**config.mk**
```make
export PLATFORM = sky130hd
export DESIGN_NAME = disp_scan_n
export DESIGN_NICKNAME = d
export VERILOG_FILES = /design/src/rtl/disp_pkg.sv /design/src/rtl/seg7_hexdec.sv /design/src/rtl/disp_scan_n.sv
export SDC_FILE = /design/constraint.sdc
export NUM_CORES = 1
export LEC_CHECK = 0
export ABC_CLOCK_PERIOD_IN_PS = 5600
export CAP_MARGIN = 25
export CELL_PAD_IN_SITES_DETAIL_PLACEMENT = 0
export CELL_PAD_IN_SITES_GLOBAL_PLACEMENT = 1
export CORE_AREA = 5 5 230 232
export CTS_CLUSTER_DIAMETER = 120
export DETAILED_ROUTE_END_ITERATION = 7
export DIE_AREA = 0 0 235 237
export PLACE_DENSITY_LB_ADDON = 0.1
export SYNTH_ARGS = -nofsm -noshare
export SYNTH_HDL_FRONTEND = slang
export SYNTH_SLANG_ARGS = --single-unit
```
**constraint.sdc**
```tcl
create_clock -name CLK -period 5.6 [get_ports CLK]
set_input_delay 1.68 -clock CLK [delete_from_list [all_inputs] [get_ports CLK]]
set_output_delay 1.68 -clock CLK [all_outputs]
set_load 0.03 [all_outputs]
```
**src/rtl/disp_pkg.sv**
```systemverilog
// disp_pkg: shared constants and the hex-to-7-segment decode used by the
// display scanner. Segment encoding is active-low {g,f,e,d,c,b,a}.
package disp_pkg;

    // Blank digit: all segments and the decimal point off.
    localparam logic [7:0] SEG_BLANK = 8'hFF;

    // Active-low segment patterns for hex digits 0..F (decimal point not included).
    localparam logic [6:0] HEX_SEG [16] = '{
        7'h40, 7'h79, 7'h24, 7'h30, 7'h19, 7'h12, 7'h02, 7'h78,
        7'h00, 7'h10, 7'h08, 7'h03, 7'h46, 7'h21, 7'h06, 7'h0E
    };

    function automatic logic [6:0] hexdec(input logic [3:0] nib);
        return HEX_SEG[nib];
    endfunction

endpackage

```
**src/rtl/seg7_hexdec.sv**
```systemverilog
// seg7_hexdec: combinational 4-bit hex nibble to active-low 7-segment pattern.
module seg7_hexdec
    import disp_pkg::*;
(
    input  logic [3:0] nib_i,
    output logic [6:0] seg_o
);

    assign seg_o = hexdec(nib_i);

endmodule

```
**src/rtl/disp_scan_n.sv**
```systemverilog
// disp_scan_n: selects one of NCH debug channels, snapshots it once per frame
// and scans it as hex over an NDIG-digit multiplexed 7-segment display.
// Optional build macro DISP_LZB_EN enables leading-zero blanking.
module disp_scan_n
    import disp_pkg::*;
#(
    parameter int NCH   = 16,
    parameter int DW    = 32,
    parameter int PRESC = 10000,
    parameter int SELW  = 4
) (
    input  logic                CLK,
    input  logic                RESET,
    input  logic [NCH*DW-1:0]   DI,
    input  logic [NCH-1:0]      VALID,
    input  logic [SELW-1:0]     SEL,
    input  logic                FREEZE,
    input  logic [DW/4-1:0]     DP,
    output logic [7:0]          SEG,
    output logic [DW/4-1:0]     AN,
    output logic [DW-1:0]       CUR,
    output logic                TICK
);

    localparam int NDIG  = DW / 4;
    localparam int NSLOT = 2 ** SELW;
    localparam int PW    = (PRESC > 1) ? $clog2(PRESC) : 1;
    localparam int IW    = (NDIG > 1) ? $clog2(NDIG) : 1;
    localparam logic [PW-1:0] PRESC_LAST = PW'(PRESC - 1);
    localparam logic [IW-1:0] IDX_LAST   = IW'(NDIG - 1);

    logic [PW-1:0]   presc_q, presc_d;
    logic [IW-1:0]   idx_q, idx_d, idx_nxt;
    logic [DW-1:0]   snap_q, snap_d;
    logic [NDIG-1:0] an_q, an_d;
    logic [7:0]      seg_q, seg_d;
    logic            tick_q;
    logic            tick;
    logic            wrap;
    logic [3:0]      nib_sel;
    logic [6:0]      seg7;

    // Channel table padded to the full select range: unimplemented or
    // invalid channels read as zero, so any SEL value is safe to index.
    logic [DW-1:0] chan [NSLOT];
    logic [3:0]    nib_arr [NDIG];

    genvar gi;
    generate
        for (gi = 0; gi < NSLOT; gi++) begin : g_chan
            if (gi < NCH) begin : g_real
                assign chan[gi] = VALID[gi] ? DI[gi*DW +: DW] : '0;
            end else begin : g_pad
                assign chan[gi] = '0;
            end
        end
        for (gi = 0; gi < NDIG; gi++) begin : g_nib
            assign nib_arr[gi] = snap_d[gi*4 +: 4];
        end
    endgenerate

`ifdef DISP_LZB_EN
    // hi_zero[k]: every nibble from k upward is zero, i.e. digit k is a leading zero.
    logic [NDIG-1:0] hi_zero;
    logic            blank;
    generate
        for (gi = 0; gi < NDIG; gi++) begin : g_lzb
            assign hi_zero[gi] = ~|snap_d[DW-1:gi*4];
        end
    endgenerate
    assign blank = (idx_nxt != '0) && hi_zero[idx_nxt];
`endif

    // Prescaler, digit index and frame-boundary snapshot next-state.
    always_comb begin
        tick    = (presc_q == PRESC_LAST);
        presc_d = tick ? '0 : presc_q + 1'b1;
        idx_nxt = (idx_q == IDX_LAST) ? '0 : idx_q + 1'b1;
        idx_d   = tick ? idx_nxt : idx_q;
        wrap    = tick && (idx_q == IDX_LAST);
        snap_d  = snap_q;
        if (wrap && !FREEZE) begin
            snap_d = chan[SEL];
        end
    end

    assign nib_sel = nib_arr[idx_nxt];

    seg7_hexdec u_hexdec (
        .nib_i (nib_sel),
        .seg_o (seg7)
    );

    // Anode and segment next-state: only change on a digit advance, and the
    // boundary digit uses the snapshot being loaded on that same edge.
    always_comb begin
        an_d  = an_q;
        seg_d = seg_q;
        if (tick) begin
            an_d  = ~(NDIG'(1) << idx_nxt);
            seg_d = {~DP[idx_nxt], seg7};
`ifdef DISP_LZB_EN
            if (blank) begin
                seg_d = SEG_BLANK;
            end
`endif
        end
    end

    // State registers with synchronous active-low reset; reset wins over a tick.
    always_ff @(posedge CLK) begin
        if (!RESET) begin
            presc_q <= '0;
            idx_q   <= IDX_LAST;
            snap_q  <= '0;
            an_q    <= '1;
            seg_q   <= SEG_BLANK;
            tick_q  <= 1'b0;
        end else begin
            presc_q <= presc_d;
            idx_q   <= idx_d;
            snap_q  <= snap_d;
            an_q    <= an_d;
            seg_q   <= seg_d;
            tick_q  <= tick;
        end
    end

    assign SEG  = seg_q;
    assign AN   = an_q;
    assign CUR  = snap_q;
    assign TICK = tick_q;

endmodule

```
==> results.yml <==
logic_synthesis:
  netlist_area_um2: 6922
  synth_nets: 1469
  async_flop_share: 0
  syn_inst: 917
  synthFlopType: "dfxtp_1"
  synth_fa_ha_area_frac: 0.01627
  synth_compound_area_frac: 0.4964
  yosysMostFrequentCell: "a221oi_1"
  yosys_warnings: 0
  synth-simple-area-share: 0.1950
  avgSynthCellArea_um2: 7.548
  synth-edff-count: 0
  synth.mux.area_fraction: 0.01808
  yosys.cell_types.count: 66
  netlist.area_leader.share: 0.2619
  synth_top_family_by_area: "compound AO/OA/AOI/OAI gates"
  ys_ff_latch: 66
  yosys-top-cells-area: "a221oi_1 (26%), dfxtp_1 (19%), clkbuf_1 (4.1%)"
  synth_xor_area_frac: 0.01392
  ys_seq_area_frac: 0.1909
  synth_area_leader_cell: "a221oi_1"
  ys_top_cells_by_count: "a221oi_1 (207), clkbuf_1 (75), nand2_1 (70)"
grt:
  grt_first_pass_wirelength_mm: 99.88
  grt-ovfl-total: 0
  antenna_found_initial: 26
  grt_max_degree: 55
  grt_pass1_vias: 11480
  grt_usage: 0.2533
clock_tree:
  cts-root-buf: "clkbuf_16"
  clk_pin_slew_ps: 60
  clock_sinks: 66
  cts_resized: 0
  htree_num_levels: 3
  cts.path.max_buffers: 2
  cts_tree: "built"
  numCtsBuffers: 9
  cts_hold_buf: 0
  clk_latency_ps: 330
  post_cts_buffers: 0
sta:
  fin_worst_skew_ps: 3.463
  rsz0062_at_grt: "false"
  worst_pin_slew_ps: 985.4
  fmax_mhz: 205.4
  slew_viol_final: 0
  period_needed_ps: 4869
  hold_viol: 0
  setup_viol: 0
  fin_crit_sh: 0.8694
  slew_headroom: 0.3370
  tns_ps: 0
run:
  cap_violations: 0
setup_path:
  worstSetupStartpoint: "SEL[0]"
  crit_chain: "buf_2 > and2_2 > a221oi_1 > or4_1 > o21ai_0 > o21ai_0 > o21ai_1 > inv_1 > ha_1 > mux2_2 > a32oi_1 > o211ai_1"
  cp.required_ps: 5780
  critPathBufInv: 2
  max_stage_delay_ps: 560
  worst-endpoint-arrival_ps: 5050
  startpoint_type: "input pin"
  reg2regPathDepth: 14
  critPathTopFamily: "compound AO/OA/AOI/OAI gates"
  worstPathMaxFanout: 16
  slowest_stage: "or4_1"
  regToRegStartpoint: "idx_q[0]"
  cp-end-kind: "flip-flop"
  crit_type: "in2reg"
  cp_num_cells: 12
  cp-endpoint: "SEG[1]"
  r2r_setup_slack_ps: 1750
  critical_path.most_common_cell: "o21ai_0"
  r2r-end: "SEG[1]"
power:
  p_per_area_nw_per_um2: 135.8
  power.leakage_nw: 4.795
  vdd.ir_drop.worst_mv: 0.1192
floorplanning:
  die_h_um: 237
  core_um2: 50780
  rows: 83
  start_util: 0.1363
  dieArea_um2: 55700
  ios: 592
  die_w_um: 235
outcome:
  status: "finished, final reports clean"
finish:
  final_layout_size_suffix_gt1_frac: 0.06927
  fill_cells: 5484
  nNetsFinal: 2005
  fin_area_um2: 13970
  area_growth_syn_to_layout_pct: 101.9
drt:
  drc_errors: 0
  drtAntennaViolNets: 0
  wirelength_mm: 74.34
  vias: 10850
  first_iter_violations: 680
  drt_pass1_iterations: 7
  wl_per_cell_um: 34.64
  vias_per_cell: 5.056
placement:
  io_buffers: 591
  hpwl_mm: 62.84
  dpl_cell_area_um2: 13630
  place.gp.congestion: 0.9303
min_path:
  min-delay-path-class: "reg2reg"
[sequential cells by signal, indices dropped and copies added (netlist names)]
register / flops
CUR: 32
presc_q: 14
AN: 8
SEG: 8
idx_q: 3
TICK: 1
[report_power, final]
group / leakage, nW / switching, W / total, W / internal (W)
sequential: 0.533 / 0.00000107 / 0.000473 / 0.000472
clock: 0.156 / 0.000211 / 0.000611 / 0.000400
combinational: 4.11 / 0.000367 / 0.000814 / 0.000447
total: 4.80 / 0.000579 / 0.00190 / 0.00132
[final cells by class]
class / instances / area, um^2 / area share
repair buffers: 638 / 6251 / 0.4473
multi-input cells: 732 / 5189 / 0.3713
flip-flops and latches: 66 / 1321 / 0.09455
well taps: 680 / 850.8 / 0.06088
clock buffers: 11 / 242.7 / 0.01737
clock inverters: 5 / 77.57 / 0.005551
inverters: 6 / 22.52 / 0.001612
diodes: 8 / 20.02 / 0.001433
[cell families after synthesis]
family	Yosys count
simple gates	266
mux	12
compound gates	434
fa+ha+maj	9
flops	66
buf+inv	119
xor+xnor	11
[cells in the final DEF, fill, tap and decap left out, types with 4 or more instances in the layout]
master           Yosys  routed
dfxtp_1             66      66
o21ai_0             35      35
xor2_1               8       8
nand2b_1             5       5
clkbuf_16            0       9
a221o_1             15      15
buf_4                1      46
a21boi_0            12      12
diode_2              0       8
clkdlybuf4s50_1      0     586
nor2b_4              0       8
a211oi_1            25      25
nor2_1              57      57
nor2b_1             24      17
a21oi_1             37      37
nor4_1              24      24
nand3_1             25      25
and2_2               0       7
o22ai_1              5       5
a22oi_1             34      34
mux2_2               4       4
buf_2               12       5
and3_1               7       7
a221oi_1           207     207
ha_1                 9       9
or4_1                8       8
o211ai_1            16      16
nand2_1             70      69
mux2i_1              8       8
o211a_1              9       9
inv_1                5       5
a31oi_1              6       6
nor3_1              15      15
[through the flow]
stage / hold slack, ps / power (W) / cells / utilization / worst slack, ps
global route: 487.3 / 0.001982 / 2144 / 0.2751 / 511.5
global placement: 431.7 / 0.001295 / 2121 / 0.2682 / 534.0
detailed placement: 437.6 / 0.001294 / 2122 / 0.2685 / 393.5
floorplan: 413.2 / 0.0007098 / 917 / - / 1103
CTS: 447.0 / 0.001926 / 2138 / 0.2748 / 759.3
finish: 445.2 / 0.001898 / 2146 / 0.2752 / 731.2
[routing by layer]
layer / vias up / GRT usage / part of all wire
li1: 4906 / - / -
met1: 5343 / 0.2947 / 0.40
met2: 507 / 0.4703 / 0.52
met3: 64 / 0.07407 / 0.072
met4: 30 / 0.03557 / 0.012
met5: - / 0 / 0.0024
[worst min-delay path by stage]
stage | depth (start not counted) | from | endpoint | slack (ps)
final | 1 | presc_q[0] | presc_q[0] | 450
after global routing | 1 | presc_q[0] | presc_q[0] | 490
after CTS | 1 | presc_q[0] | presc_q[0] | 450
after detailed placement | 1 | presc_q[0] | presc_q[0] | 440
after global placement | 1 | presc_q[0] | presc_q[0] | 430
after floorplan | 1 | presc_q[0] | presc_q[0] | 410
Power figures use the tool's default switching activity.
